<file path="src/rtl/mfp_uart_receiver_fifo.sv">
// mfp_uart_receiver_fifo: UART receiver with 3-sample majority vote, false-start rejection,
// framing/parity/break detection and a small FIFO of characters with per-character flags.
module mfp_uart_receiver_fifo #(
  parameter int CLOCK_FREQUENCY = 50000000,
  parameter int BAUD_RATE       = 115200,
  parameter int DATA_BITS       = 8,
  parameter int PARITY          = 0,
  parameter int STOP_BITS       = 1,
  parameter int FIFO_AW         = 2
) (
  input  logic                 clock,
  input  logic                 reset_n,
  input  logic                 rx,
  input  logic                 rd_en,
  output logic                 rd_valid,
  output logic [DATA_BITS-1:0] rd_data,
  output logic                 rd_frame_err,
  output logic                 rd_parity_err,
  output logic                 rd_break,
  output logic [FIFO_AW:0]     fill_level,
  output logic                 overrun
);
  localparam int CPB   = CLOCK_FREQUENCY / BAUD_RATE;
  localparam int H     = CPB / 2;
  localparam int CW    = $clog2(CPB);
  localparam int DEPTH = 2 ** FIFO_AW;
  localparam int EW    = DATA_BITS + 3;

  typedef enum logic [2:0] {WAIT_IDLE, IDLE, START, DATA, PAR, STOP} state_t;
  state_t state, state_n;

  logic rx_m, rx_s, rx_d;
  logic [1:0] warm;
  logic [CW-1:0] cnt;
  logic s0, s1, maj, mid, last, start_edge, push, wr, pop, full;
  logic [3:0] bit_idx;
  logic stop_idx, stop0, par_bit, par_err, frame_err;
  logic [DATA_BITS-1:0] shreg;
  logic [EW-1:0] entry;
  logic [EW-1:0] mem [DEPTH];
  logic [FIFO_AW-1:0] wr_ptr, rd_ptr;

  assign maj        = (s0 & s1) | (s0 & rx_s) | (s1 & rx_s);
  assign mid        = cnt == CW'(H + 1);
  assign last       = cnt == CW'(CPB - 1);
  assign start_edge = rx_d & ~rx_s;
  assign entry      = {(shreg == '0) & ~par_bit & ~(stop_idx ? stop0 : maj), par_err, frame_err | ~maj, shreg};

  always_comb begin
    state_n = state;
    push    = 1'b0;
    case (state)
      WAIT_IDLE: state_n = (rx_s & warm[1]) ? IDLE : WAIT_IDLE;
      IDLE:      state_n = start_edge ? START : IDLE;
      START:     state_n = (mid & maj) ? IDLE : last ? DATA : START;
      DATA:      state_n = (last && bit_idx == 4'(DATA_BITS - 1)) ? ((PARITY != 0) ? PAR : STOP) : DATA;
      PAR:       state_n = last ? STOP : PAR;
      STOP: if (mid && stop_idx == 1'(STOP_BITS - 1)) begin
        push    = 1'b1;
        state_n = (frame_err | ~maj) ? WAIT_IDLE : IDLE;
      end
      default:   state_n = WAIT_IDLE;
    endcase
  end

  always_ff @(posedge clock or negedge reset_n)
    if (!reset_n) state <= WAIT_IDLE;
    else state <= state_n;

  // warm masks the preset synchroniser value so a line held low through reset is never a start
  always_ff @(posedge clock or negedge reset_n)
    if (!reset_n) begin
      {rx_m, rx_s, rx_d} <= 3'b111;
      warm <= '0;
    end else begin
      {rx_m, rx_s, rx_d} <= {rx, rx_m, rx_s};
      warm <= {warm[0], 1'b1};
    end

  always_ff @(posedge clock or negedge reset_n)
    if (!reset_n) begin
      cnt <= '0;
      {s0, s1, stop_idx, stop0, par_bit, par_err, frame_err} <= '0;
      bit_idx <= '0;
      shreg <= '0;
    end else begin
      cnt <= (state == IDLE) ? CW'(start_edge) : (state == WAIT_IDLE || last) ? '0 : cnt + 1'b1;
      if (cnt == CW'(H - 1)) s0 <= rx_s;
      if (cnt == CW'(H)) s1 <= rx_s;
      if (state == IDLE) begin
        bit_idx <= '0;
        {stop_idx, par_bit, par_err, frame_err} <= '0;
      end
      if (state == DATA && mid) shreg <= {maj, shreg[DATA_BITS-1:1]};
      if (state == DATA && last) bit_idx <= bit_idx + 1'b1;
      if (state == PAR && mid) begin
        par_bit <= maj;
        par_err <= (^shreg ^ maj) ^ (PARITY == 1);
      end
      if (state == STOP && mid) begin
        frame_err <= frame_err | ~maj;
        if (!stop_idx) stop0 <= maj;
      end
      if (state == STOP && last) stop_idx <= 1'b1;
    end

  assign full     = fill_level == (FIFO_AW + 1)'(DEPTH);
  assign rd_valid = fill_level != '0;
  assign pop      = rd_en & rd_valid;
  assign wr       = push & (~full | pop);
  assign {rd_break, rd_parity_err, rd_frame_err, rd_data} = rd_valid ? mem[rd_ptr] : '0;

  always_ff @(posedge clock)
    if (wr) mem[wr_ptr] <= entry;

  always_ff @(posedge clock or negedge reset_n)
    if (!reset_n) begin
      wr_ptr     <= '0;
      rd_ptr     <= '0;
      fill_level <= '0;
      overrun    <= 1'b0;
    end else begin
      wr_ptr     <= wr_ptr + FIFO_AW'(wr);
      rd_ptr     <= rd_ptr + FIFO_AW'(pop);
      fill_level <= fill_level + (FIFO_AW + 1)'(wr) - (FIFO_AW + 1)'(pop);
      overrun    <= push & full & ~pop;
    end
endmodule

</file>
<file path="config.mk">
export PLATFORM = sky130hd
export DESIGN_NAME = mfp_uart_receiver_fifo
export DESIGN_NICKNAME = d
export VERILOG_FILES = /design/src/rtl/mfp_uart_receiver_fifo.sv
export SDC_FILE = /design/constraint.sdc
export NUM_CORES = 1
export LEC_CHECK = 0
export CORE_MARGIN = 2
export CORE_UTILIZATION = 64
export CTS_CLUSTER_SIZE = 8
export DETAILED_ROUTE_END_ITERATION = 10
export PLACE_DENSITY = 0.87
export REMOVE_ABC_BUFFERS = 1
export SLEW_MARGIN = 40
export SYNTH_ARGS = -nofsm -noshare
export SYNTH_HDL_FRONTEND = slang
export SYNTH_SLANG_ARGS = --single-unit
</file>
<file path="constraint.sdc">
create_clock -name clock -period 7.8 [get_ports clock]
set_input_delay 0.78 -clock clock [delete_from_list [all_inputs] [get_ports clock]]
set_output_delay 0.78 -clock clock [all_outputs]
set_load 0.03 [all_outputs]
</file>
## After elaboration in Yosys (flattened, before gate mapping)

Memory sizes are Yosys's and may differ from the RTL's.
Index checks and enable logic that the tools add are counted.

- Flip-flop bits (word level): 44
- Memory bits (writable): 44
- Bits of input ports: 4
- Output and inout port bits: 16
- Word-level logic and storage cells: 102
- Memories kept: 1

Memory list:

| memory | depth | width | rd ports | clocked after Yosys merged registers in | write ports | line | source |
|---|---|---|---|---|---|---|---|
| mem | 4 | 11 | 1 | 0 | 1 | 40 | `logic [EW-1:0] mem [DEPTH];` |

- $add $sub $neg: 6
- Equal/unequal tests: 12
- Mux-type cells: 24
- Bitwise gates (word level): 24
- Reductions and logical operators: 16

Operators by type and width:

| cell | number |
|---|---|
| == test 9 x 8 -> 1 bit, second input constant | 3 |
| 2-to-1 mux 9 bit | 2 |
| case mux 3 bit (6 select lines) | 1 |
| 2-to-1 mux 1 bit | 14 |
| bitwise AND 1 bit | 12 |
| 2-to-1 mux 11 bit | 1 |
| adder 9 x 1 -> 9 bit, second input constant | 1 |
| == test 3 bit, second input constant | 3 |
| == test 9 bit, second input constant | 1 |
| logical NOT 8 bit | 1 |
| 2-to-1 mux 4 bit | 2 |
| nonzero test 2 bit | 4 |
| XOR reduction 8 bit | 1 |
| logical AND 1 bit | 7 |
| inverter 1 bit | 7 |
| == test 3 x 2 -> 1 bit, second input constant | 2 |
| 2-to-1 mux 3 bit | 2 |
| adder 2 x 1 -> 2 bit | 2 |
| adder 4 x 1 -> 4 bit, second input constant | 1 |
| == test 4 x 3 -> 1 bit, second input constant | 1 |
| 2-to-1 mux 2 bit | 2 |
| bitwise OR 1 bit | 4 |
| adder 3 x 1 -> 3 bit | 1 |
| == test 3 x 1 -> 1 bit, second input constant | 1 |
| 6 further kinds | 6 |

## Longest topological paths before layout

Gate-level depths: netlist (run 1).

- Depth after elaboration: 8
- Mapped depth: 12
- Depth with buffers taken out: 12

## Worst setup path before layout (run 1)

No wires, ideal clock.

- Path type: in2reg
- Start point: input port rd_en
- End point: register fill_level[2]
- Setup time: 0.137 ns
- Arrival: 2.679 ns
- Required time: 7.663 ns
- Slack: 4.985 ns
- Stages: 9
- Path buffers: 0
- Path through: or4b_2 > nand4_1 > ha_1 > inv_1 > ha_1 > inv_1 > fa_1 > xnor2_1 > xnor2_1

- Word-level cells in the longest chain between the ends: 5

Ends and longest elaborated chain:

| element | line | source |
|---|---|---|
| start, declared | 14 | `input logic rd_en,` |
| bitwise AND 1 bit * | 109 | `assign pop = rd_en & rd_valid;` |
| bitwise OR 1 bit | 110 | `assign wr = push & (~full \| pop);` |
| bitwise AND 1 bit | 110 |  |
| adder 3 x 1 -> 3 bit | 125 | `fill_level <= fill_level + (FIFO_AW + 1)'(wr) - (FIFO_AW + 1)'(pop);` |
| subtractor 3 x 1 -> 3 bit * | 125 |  |
| end signal, assigned | 125 |  |
| end, declared | 20 | `output logic [FIFO_AW:0] fill_level,` |

Every way passes the cells marked *; elsewhere a longest branch is shown, timed or not.
A chain may end at the register's enable or synchronous reset.

## Final worst setup path (run 1)

- Start point: register rd_ptr[0]
- End point: output port rd_data[5]

- Word-level cells in the longest chain between the ends: 2

Ends and longest elaborated chain:

| element | line | source |
|---|---|---|
| start, declared | 41 | `logic [FIFO_AW-1:0] wr_ptr, rd_ptr;` |
| start signal, assigned | 124 | `rd_ptr <= rd_ptr + FIFO_AW'(pop);` |
| memory read (4 x 11 bit) | - |  |
| 2-to-1 mux 11 bit | 111 | `assign {rd_break, rd_parity_err, rd_frame_err, rd_data} = rd_valid ? mem[rd_ptr] : '0;` |
| end, declared | 16 | `output logic [DATA_BITS-1:0] rd_data,` |

No other way between the ends.

==> run_results.csv, run 1 <==
group,metric,value,unit
run_status,status,"complete, no violations",
worst_setup_path,cp-start-kind,"flop",
floorplanning,ios,20,
worst_setup_path,critPathCaptureType,"output port",
timing,tightest_slew,0.692,ns
cts,htreeDepth,3,
cts,cts_sinks,88,
cts,clock_latency,0.35,ns
worst_setup_path,path_cells,"mux4_2, nor2b_1, clkdlybuf4s50_1",
finish,final_cell_mix,"edfxtp_1, dfrtp_1, inv_1, clkdlybuf4s50_1, nor2b_1",
place,gp_congestion,0.778,
synth,synth.distinct_cells,53,
finish,layout_commonest_cell,"edfxtp_1",
finish,nets,322,
timing,hold_viol_final,0,
cts,post_cts_resized,0,
cts,clock_path_buffers,2,
worst_setup_path,critPathMaxStageDelay,0.80,ns
flow_run,maxCapViolations,0,
timing,fin_ws,4.53,ns
grt,grt_pass1_wl,11000,um
timing,tns,0,ns
timing,slew-limit-headroom,0.538,
floorplanning,dieHeight,82.2,um
synth,netlist_area,3920,um^2
min_path,hold_class,"flop to flop",
finish,area_growth,12.8,%
place,io_buffers,19,
cts,cts_root_buf,"clkbuf_8",
routing,routed_wl,6790,um
grt,grt.overflow.total,0,
worst_setup_path,crit_type,"flop to output port",
cts,cts_setup_buffers,0,
floorplanning,core_area,5920,um^2
worst_setup_path,cp-startpoint,"rd_ptr[0]$_DFF_PN0_",
timing,max_freq,306,MHz
routing,drc,0,
synth,yosys_warnings,0,
cts,numCtsBuffers,9,
floorplanning,rows,28,
cts,tritoncts,"yes",
synth,synth.yosys.seq_area_share,0.620,
grt,grt_max_degree,45,
routing,vias_per_cell,5.89,
finish,drive_gt1_frac,0.168,
timing,finalCritPeriodShare,0.419,
finish,antenna_cells,0,
floorplanning,fp.dieW,82.2,um
worst_setup_path,critical_path.slowest_cell,"dfrtp_1",
floorplanning,die_area,6760,um^2
grt,antenna_found_initial,0,
worst_setup_path,cp.depth,3,
synth,synth-edff-count,44,
worst_setup_path,cp_max_fo,12,
timing,drv_slew,0,
synth,ys.flop_type,"edfxtp_1",
synth,async_reset_ff_frac,0.500,
routing,vias,2263,
place,postPlaceCellArea,4200,um^2
timing,setup_viol,0,
cts,ctsHoldBuffers,0,
worst_setup_path,reg2reg_to,"fill_level[2]$_DFF_PN0_",
pwr,leakage,1.79,nW
worst_setup_path,path_buf_inv,1,
finish,stdcell_count,384,
routing,drtIter0Drc,177,
worst_setup_path,ff2ff_setup_slack,4.74,ns
place,dp_cells,368,
routing,dr.pass1.iters,4,
worst_setup_path,r2r_cells,12,
synth,synth_seq_cells,88,
worst_setup_path,cp.arrival,2.49,ns
finish,design_area,4420,um^2
floorplanning,start_util,0.661,
routing,routedWlPerCell,17.7,um
timing,rsz0062_at_grt,"false",
pwr,power.total,1.13,mW
timing,skew,0.0121,ns
pwr,power_density,256,nW/um^2
synth,syn_area_per_cell,14.1,um^2
place,dpl.hpwl,4520,um
pwr,vdd_drop_max,0.000221,V
place,dp_slack,4.38,ns
routing,drtAntennaViolNets,0,
worst_setup_path,crit_family,"flip-flops",
worst_setup_path,required,7.02,ns
worst_setup_path,rr_startpoint,"cnt[0]$_DFF_PN0_",
grt,first_global_vias,2243,
worst_setup_path,endpoint,"rd_data[5]",
timing,fin_crit,3.27,ns
cts,clk_pin_slew,0.09,ns
grt,grtUsageTotal,0.227,
synth,netlist_instances,277,
[cell type report]
| cell class | count | area (um^2) |
|---|---|---|
| Clock buffer | 11 | 151 |
| Multi-Input combinational cell | 161 | 1390 |
| Sequential cell | 88 | 2430 |
| Tap cell | 75 | 93.8 |
| Clock inverter | 5 | 62.6 |
| Timing Repair Buffer | 23 | 218 |
| Inverter | 21 | 78.8 |
| Fill cell | 360 | 1500 |
[state kept, by name, summed over array words and instances, names as in the netlist, 2 cells and up]
name	count
state	3
cnt	9
rd_ptr	2
mem	44
bit_idx	4
shreg	8
fill_level	3
warm	2
wr_ptr	2
[worst reg2reg max path: stages (launching register included)]
cell and delay [ns]:
dfrtp_1 0.44, inv_1 0.11, ha_1 0.17, nand3b_1 0.08, nor4_1 0.41, nand4_1 0.33, ha_1 0.37, inv_1 0.06
ha_1 0.13, inv_1 0.06, fa_1 0.42, xnor2_1 0.25, xnor2_1 0.16
[layer usage]
layer,up-vias,global-route usage,share of wire
li1,1062,-,-
met4,0,0.0750,0.017
met2,61,0.377,0.51
met1,1129,0.285,0.43
met3,11,0.0717,0.045
met5,-,0,0
[worst min path at each step]
stage | start | to | slack, ns | cells after the start
global placement | warm[0]$_DFF_PN0_ | warm[1]$_DFF_PN0_ | 0.33 | 0
CTS | warm[0]$_DFF_PN0_ | warm[1]$_DFF_PN0_ | 0.36 | 0
floorplan | warm[0]$_DFF_PN0_ | warm[1]$_DFF_PN0_ | 0.33 | 0
detailed placement | warm[0]$_DFF_PN0_ | warm[1]$_DFF_PN0_ | 0.34 | 0
finish | warm[0]$_DFF_PN0_ | warm[1]$_DFF_PN0_ | 0.35 | 0
global route | warm[0]$_DFF_PN0_ | warm[1]$_DFF_PN0_ | 0.36 | 0
[Yosys cell counts (8+ instances only)]
master    instances  area share
nor2b_1          17       0.027
mux4_2           11       0.063
edfxtp_1         44        0.34
inv_1            21       0.020
dfrtp_1          41        0.26
mux2i_1           8       0.020
nor2_1           11       0.011
ha_1             13       0.042
nand2_1          11       0.011
[kinds of logic after synthesis]
logic type               after synthesis  synth area share
XOR/XNOR                              14            0.0313
multiplexers                          24            0.0991
flip-flops                            88             0.620
other                                  1          0.000958
buffers and inverters                 28            0.0278
AND/OR/NAND/NOR                       81             0.129
adder cells (fa/ha/maj)               15            0.0492
AO/OA/AOI/OAI                         26            0.0428
[power by group]
part / switching, mW / internal (mW) / total, mW
combinational: 0.119 / 0.103 / 0.223
clock: 0.159 / 0.168 / 0.327
sequential: 0.0704 / 0.512 / 0.582
total: 0.349 / 0.783 / 1.13
[metrics by stage]
stage	util	hold WS [ns]
global placement	0.708	0.333
floorplan	-	0.331
detailed placement	0.709	0.336
global route	0.746	0.363
CTS	0.745	0.356
finish	0.746	0.353
No activity file was read; power rests on OpenSTA's default activity.
==> run 2, diff against run 1 <==
--- a/config.mk
+++ b/config.mk
@@ -6,10 +6,10 @@
 export NUM_CORES = 1
 export LEC_CHECK = 0
 export CORE_MARGIN = 2
-export CORE_UTILIZATION = 64
+export CORE_UTILIZATION = 54
 export CTS_CLUSTER_SIZE = 8
 export DETAILED_ROUTE_END_ITERATION = 10
-export PLACE_DENSITY = 0.87
+export PLACE_DENSITY = 0.79
 export REMOVE_ABC_BUFFERS = 1
 export SLEW_MARGIN = 40
 export SYNTH_ARGS = -nofsm -noshare
==> constraint.sdc (replaced) <==
create_clock -name clock -period 2.7 [get_ports clock]
set_input_delay 0.27 -clock clock [delete_from_list [all_inputs] [get_ports clock]]
set_output_delay 0.27 -clock clock [all_outputs]
set_load 0.03 [all_outputs]
==> run 2 against run 1 <==
Utilization fell by 12 points. Hold slack got worse by 0.025 ns. Clock skew rose by 0.0047 ns. Clock power rose by 150%.
==> run_results.csv, run 2 (synthesis gave the netlist of run 1 again) <==
group,metric,value,unit
pwr,p_sw,0.997,mW
cts,numCtsBuffers,9,
finish,nets,331,
timing,hold_ws,0.328,ns
worst_setup_path,required,2.99,ns
routing,vias,2247,
floorplanning,fp.dieW,89.1,um
place,dp_slack,-0.0373,ns
timing,max_freq,403,MHz
cts,clock_path_buffers,2,
finish,antenna_cells,0,
timing,skew,0.0167,ns
worst_setup_path,critical_path.slowest_cell,"or4b_2",
grt,grtUsageTotal,0.177,
min_path,hold_class,"input port to flop",
worst_setup_path,critPathMaxStageDelay,0.69,ns
run_status,status,"complete, no violations",
timing,fin_ws,0.221,ns
pwr,vdd_drop_max,0.000402,V
pwr,power_frac_clock,0.257,
cts,clk_pin_slew,0.10,ns
routing,dr.pass1.iters,4,
floorplanning,ios,20,
grt,first_global_vias,2275,
timing,setup_viol,0,
worst_setup_path,crit_type,"flop to flop",
pwr,power.total,3.13,mW
floorplanning,rows,31,
worst_setup_path,rr_startpoint,"fill_level[1]$_DFF_PN0_",
grt,antenna_found_initial,0,
finish,largest_reg_flops,44,
worst_setup_path,crit_family,"simple AND/OR/NAND/NOR gates",
timing,drv_slew,0,
cts,cts_sinks,88,
worst_setup_path,path_cells,"or4b_2, nand4_1, ha_1, inv_1, ha_1, inv_1, fa_1, xnor2_1, xnor2_1",
finish,final_cell_mix,"edfxtp_1, dfrtp_1, inv_1, clkdlybuf4s50_1, nor2b_1",
worst_setup_path,r2r_cells,9,
pwr,p_int,2.14,mW
place,io_buffers,19,
floorplanning,start_util,0.549,
finish,layout_commonest_cell,"edfxtp_1",
timing,fin_crit,2.48,ns
worst_setup_path,cp-start-kind,"flop",
min_path,min_to,"rx_m$_DFF_PN1_",
pwr,switching_share,0.318,
worst_setup_path,cp_max_fo,2,
finish,area_growth,14.7,%
timing,tightest_slew,0.674,ns
timing,slew-limit-headroom,0.548,
timing,finalCritPeriodShare,0.918,
timing,rsz0062_at_grt,"false",
grt,grt.overflow.total,0,
finish,reg_top3,"mem (44), cnt (9), shreg (8)",
flow_run,maxCapViolations,0,
cts,cts_root_buf,"clkbuf_8",
grt,grt_max_degree,45,
worst_setup_path,reg2reg_to,"fill_level[2]$_DFF_PN0_",
cts,clock_latency,0.36,ns
min_path,hold_depth,1,
finish,drive_gt1_frac,0.186,
routing,vias_per_cell,5.39,
cts,htreeDepth,3,
routing,routed_wl,6530,um
cts,tritoncts,"yes",
routing,drc,0,
finish,regMostFlops,"mem",
floorplanning,dieHeight,89.1,um
floorplanning,core_area,7140,um^2
cts,cts_setup_buffers,0,
routing,drtIter0Drc,90,
place,gp_congestion,0.828,
pwr,seq_power_share,0.516,
pwr,leakage,1.82,nW
routing,drtAntennaViolNets,0,
place,dpl.hpwl,4450,um
worst_setup_path,ff2ff_setup_slack,0.22,ns
worst_setup_path,critPathCaptureType,"flop",
pwr,power_density,698,nW/um^2
min_path,min-delay-start,"rx",
routing,routedWlPerCell,15.7,um
worst_setup_path,path_buf_inv,2,
pwr,pwr-share-comb,0.227,
worst_setup_path,cp.arrival,2.77,ns
grt,grt_pass1_wl,10500,um
floorplanning,die_area,7950,um^2
finish,postLayoutCoreUtil,0.629,
timing,hold_viol_final,0,
run 2: changes by cell type in the layout (fill, tap and decap cells not counted):
cell           delta
a2111oi_0         +1
a2111oi_2         -1
buf_12            +1
buf_4             +7
bufinv_16         -1
clkbuf_1          +1
clkbuf_8          -2
clkinv_2          +1
clkinv_4          +3
dlygate4sd3_1     +1
inv_6             -2
nor4_1            -1
nor4_2            +1
run 2: worst max-delay path by stage:
stage                            start                 endpoint  slack [ns]  depth (start not counted)
2_1_floorplan  fill_level[1]$_DFF_PN0_  fill_level[2]$_DFF_PN0_       -0.07                          9
3_3_place_gp                     rd_en  fill_level[2]$_DFF_PN0_        0.04                         10
3_5_place_dp                     rd_en  fill_level[2]$_DFF_PN0_       -0.04                         10
4_1_cts               cnt[5]$_DFF_PN0_  fill_level[2]$_DFF_PN0_        0.13                         10
5_1_grt               cnt[5]$_DFF_PN0_  fill_level[2]$_DFF_PN0_        0.06                         10
6_report       fill_level[1]$_DFF_PN0_  fill_level[2]$_DFF_PN0_        0.22                          9
run 2: power by group through the flow:
stage | Clock (mW) | Sequential, mW | Combinational [mW]
6_report | 0.806 | 1.62 | 0.712
5_1_grt | 0.874 | 1.63 | 0.795
4_1_cts | 0.824 | 1.62 | 0.725
3_5_place_dp | 0 | 1.64 | 0.720
3_3_place_gp | 0 | 1.64 | 0.700
2_1_floorplan | 0 | 1.70 | 0.387
run 2: timing repair:
item | 4_1_cts | 5_1_grt
hold endpoints to repair | 41 | 0
hold buffers | 1 | 0
endpoints found under the setup margin | 0 | 1
gates resized for setup | 0 | 1
run 2: stage by stage:
| stage | std cells | setup TNS, ns | cell area [um^2] |
|---|---|---|---|
| 3_3_place_gp | 400 | 0 | 4300 |
| 4_1_cts | 417 | 0 | 4480 |
| 2_1_floorplan | 270 | -0.0722 | 3880 |
| 6_report | 417 | 0 | 4490 |
| 3_5_place_dp | 400 | -0.0373 | 4300 |
| 5_1_grt | 417 | 0 | 4490 |
run 2: layout make-up:
type | count | area, um^2
fillers | 570 | 2650
flip-flops and latches | 88 | 2430
multi-input cells | 161 | 1390
repair buffers | 32 | 300
inverters | 21 | 78.8
clock buffers | 10 | 128
clock inverters | 6 | 46.3
well taps | 99 | 124
run 2: metal layers:
metal | vias to the layer above | GRT usage | part of all wire
met5 | - | 0 | 0
met4 | 0 | 0.0746 | 0.023
li1 | 1081 | - | -
met3 | 15 | 0.0462 | 0.030
met1 | 1107 | 0.223 | 0.46
met2 | 44 | 0.293 | 0.49
==> run 3, diff against run 2 <==
--- a/config.mk
+++ b/config.mk
@@ -5,11 +5,10 @@
 export SDC_FILE = /design/constraint.sdc
 export NUM_CORES = 1
 export LEC_CHECK = 0
-export CORE_MARGIN = 2
-export CORE_UTILIZATION = 54
+export CORE_UTILIZATION = 40
 export CTS_CLUSTER_SIZE = 8
 export DETAILED_ROUTE_END_ITERATION = 10
-export PLACE_DENSITY = 0.79
+export PLACE_DENSITY = 0.62
 export REMOVE_ABC_BUFFERS = 1
 export SLEW_MARGIN = 40
 export SYNTH_ARGS = -nofsm -noshare
==> run 3 against run 2 <==
Clock skew decreased by 0.0081 ns. Critical endpoint unchanged. Setup slack worse by 0.0051 ns. Design area increased by 3.9%. Total power is 10% higher. Sequential share of layout area down 2.0 points. Via count hardly changed. Highest routed layer unchanged. Largest power group unchanged. Fmax decreased by 0.20%.
==> run_results.csv, run 3 (synthesis gave the netlist of run 1 again) <==
group,metric,value,unit
finish,layout_commonest_cell,"edfxtp_1",
floorplanning,dieHeight,101,um
place,gp_congestion,0.738,
grt,first_global_vias,2307,
grt,antenna_found_initial,0,
finish,stdcell_count,456,
cts,cts_root_buf,"clkbuf_8",
routing,routedWlPerCell,14.1,um
pwr,leakage,1.90,nW
timing,slew-limit-headroom,0.519,
worst_setup_path,rr_startpoint,"fill_level[0]$_DFF_PN0_",
timing,setup_viol,0,
pwr,p_int,2.45,mW
worst_setup_path,cp-start-kind,"flop",
finish,nets,340,
routing,vias,2246,
cts,tritoncts,"yes",
worst_setup_path,crit_family,"simple AND/OR/NAND/NOR gates",
cts,clock_latency,0.35,ns
min_path,min-delay-start,"rx",
pwr,p_sw,1.00,mW
worst_setup_path,required,2.98,ns
pwr,pwr-share-comb,0.227,
grt,grtUsageTotal,0.146,
routing,drtIter0Drc,82,
floorplanning,rows,35,
worst_setup_path,critPathMaxStageDelay,0.67,ns
run_status,status,"complete, no violations",
finish,drive_gt1_frac,0.211,
cts,numCtsBuffers,9,
cts,cts_setup_buffers,0,
worst_setup_path,path_cells,"or4b_2, nand4_1, ha_1, inv_1, ha_1, inv_1, fa_1, xnor2_1, xnor2_1",
grt,grt_pass1_wl,11300,um
floorplanning,die_area,10200,um^2
worst_setup_path,r2r_cells,9,
min_path,min_to,"rx_m$_DFF_PN1_",
finish,antenna_cells,0,
timing,finalCritPeriodShare,0.920,
finish,largest_reg_flops,44,
min_path,hold_class,"input port to flop",
worst_setup_path,critPathCaptureType,"flop",
timing,tightest_slew,0.717,ns
worst_setup_path,reg2reg_to,"fill_level[2]$_DFF_PN0_",
routing,drc,0,
cts,clock_path_buffers,2,
grt,grt_max_degree,45,
worst_setup_path,cp.arrival,2.77,ns
pwr,power_frac_clock,0.320,
finish,reg_top3,"mem (44), cnt (9), shreg (8)",
routing,drtAntennaViolNets,0,
floorplanning,core_area,9370,um^2
pwr,power_density,740,nW/um^2
place,postPlaceCellArea,4390,um^2
min_path,hold_depth,1,
worst_setup_path,ff2ff_setup_slack,0.22,ns
floorplanning,fp.dieW,101,um
routing,routed_wl,6450,um
place,dp_cells,439,
finish,design_area,4660,um^2
cts,htreeDepth,3,
grt,grt.overflow.total,0,
routing,dr.pass1.iters,4,
cts,clk_pin_slew,0.09,ns
flow_run,maxCapViolations,0,
finish,regMostFlops,"mem",
finish,area_growth,19.1,%
cts,cts_sinks,88,
timing,hold_viol_final,0,
worst_setup_path,critical_path.slowest_cell,"or4b_2",
timing,fin_crit,2.48,ns
pwr,switching_share,0.290,
floorplanning,start_util,0.418,
place,io_buffers,19,
floorplanning,ios,20,
worst_setup_path,cp_max_fo,4,
timing,skew,0.00865,ns
place,dpl.hpwl,4580,um
pwr,vdd_drop_max,0.000293,V
routing,vias_per_cell,4.93,
timing,drv_slew,0,
timing,rsz0062_at_grt,"false",
timing,max_freq,402,MHz
worst_setup_path,crit_type,"flop to flop",
worst_setup_path,path_buf_inv,2,
finish,final_cell_mix,"edfxtp_1, dfrtp_1, buf_4, inv_1, clkdlybuf4s50_1",
pwr,seq_power_share,0.453,
## run 3: cell types whose count changed in the layout (fill, tap and decap cells not counted), sizes merged
cell,delta
buf,+9
clkinv,-4
bufinv,+3
inv,+3
clkbuf,-1
clkinvlp,-1
## run 3: how the worst max path moves through the flow
stage	start	end	slack [ns]	depth (start not counted)
after floorplan	fill_level[1]$_DFF_PN0_	fill_level[2]$_DFF_PN0_	-0.07	9
final	fill_level[0]$_DFF_PN0_	fill_level[2]$_DFF_PN0_	0.22	9
after global routing	cnt[0]$_DFF_PN0_	fill_level[2]$_DFF_PN0_	0.03	12
after CTS	cnt[0]$_DFF_PN0_	fill_level[2]$_DFF_PN0_	0.05	12
after global placement	rd_en	fill_level[2]$_DFF_PN0_	0.03	10
after detailed placement	rd_en	fill_level[2]$_DFF_PN0_	-0.05	10
## run 3: area by class of cell
cell class              count  area, um^2
clock buffers               9         124
clock inverters             7         124
fillers                   826        4710
inverters                  21        78.8
multi-input cells         161        1400
flip-flops and latches     88        2430
well taps                 129         161
repair buffers             41         355
## run 3: power groups by stage
| stage | combinational, mW | clock, mW | sequential (mW) |
|---|---|---|---|
| 6_report | 0.784 | 1.10 | 1.56 |
| 5_1_grt | 0.881 | 1.19 | 1.58 |
| 4_1_cts | 0.802 | 1.13 | 1.57 |
| 3_5_place_dp | 0.799 | 0 | 1.60 |
| 3_3_place_gp | 0.784 | 0 | 1.59 |
| 2_1_floorplan | 0.387 | 0 | 1.70 |
## run 3: metal layers
layer / track usage / up-vias / wire, um
li1: - / 1101 / -
met1: 0.191 / 1104 / 3020
met2: 0.237 / 30 / 3160
met3: 0.0312 / 11 / 158
met4: 0.0613 / 0 / 111
met5: 0 / - / 0
## run 3: repair_timing
| action | CTS | global route |
|---|---|---|
| resized for setup | 0 | 2 |
| endpoints found under the hold margin | 41 | 0 |
| setup endpoints to repair | 0 | 2 |
| hold buffers | 1 | 0 |
## run 3: through the flow
step	TNS, ns	power (mW)	utilization	setup WS (ns)	hold slack [ns]
after detailed placement	-0.0453	2.40	0.469	-0.0453	0.308
final	0	3.45	0.498	0.215	0.326
after global routing	0	3.65	0.498	0.0269	0.312
after global placement	0	2.38	0.468	0.0338	0.335
after CTS	0	3.50	0.496	0.0537	0.315
after floorplan	-0.0722	2.09	-	-0.0722	-0.0256
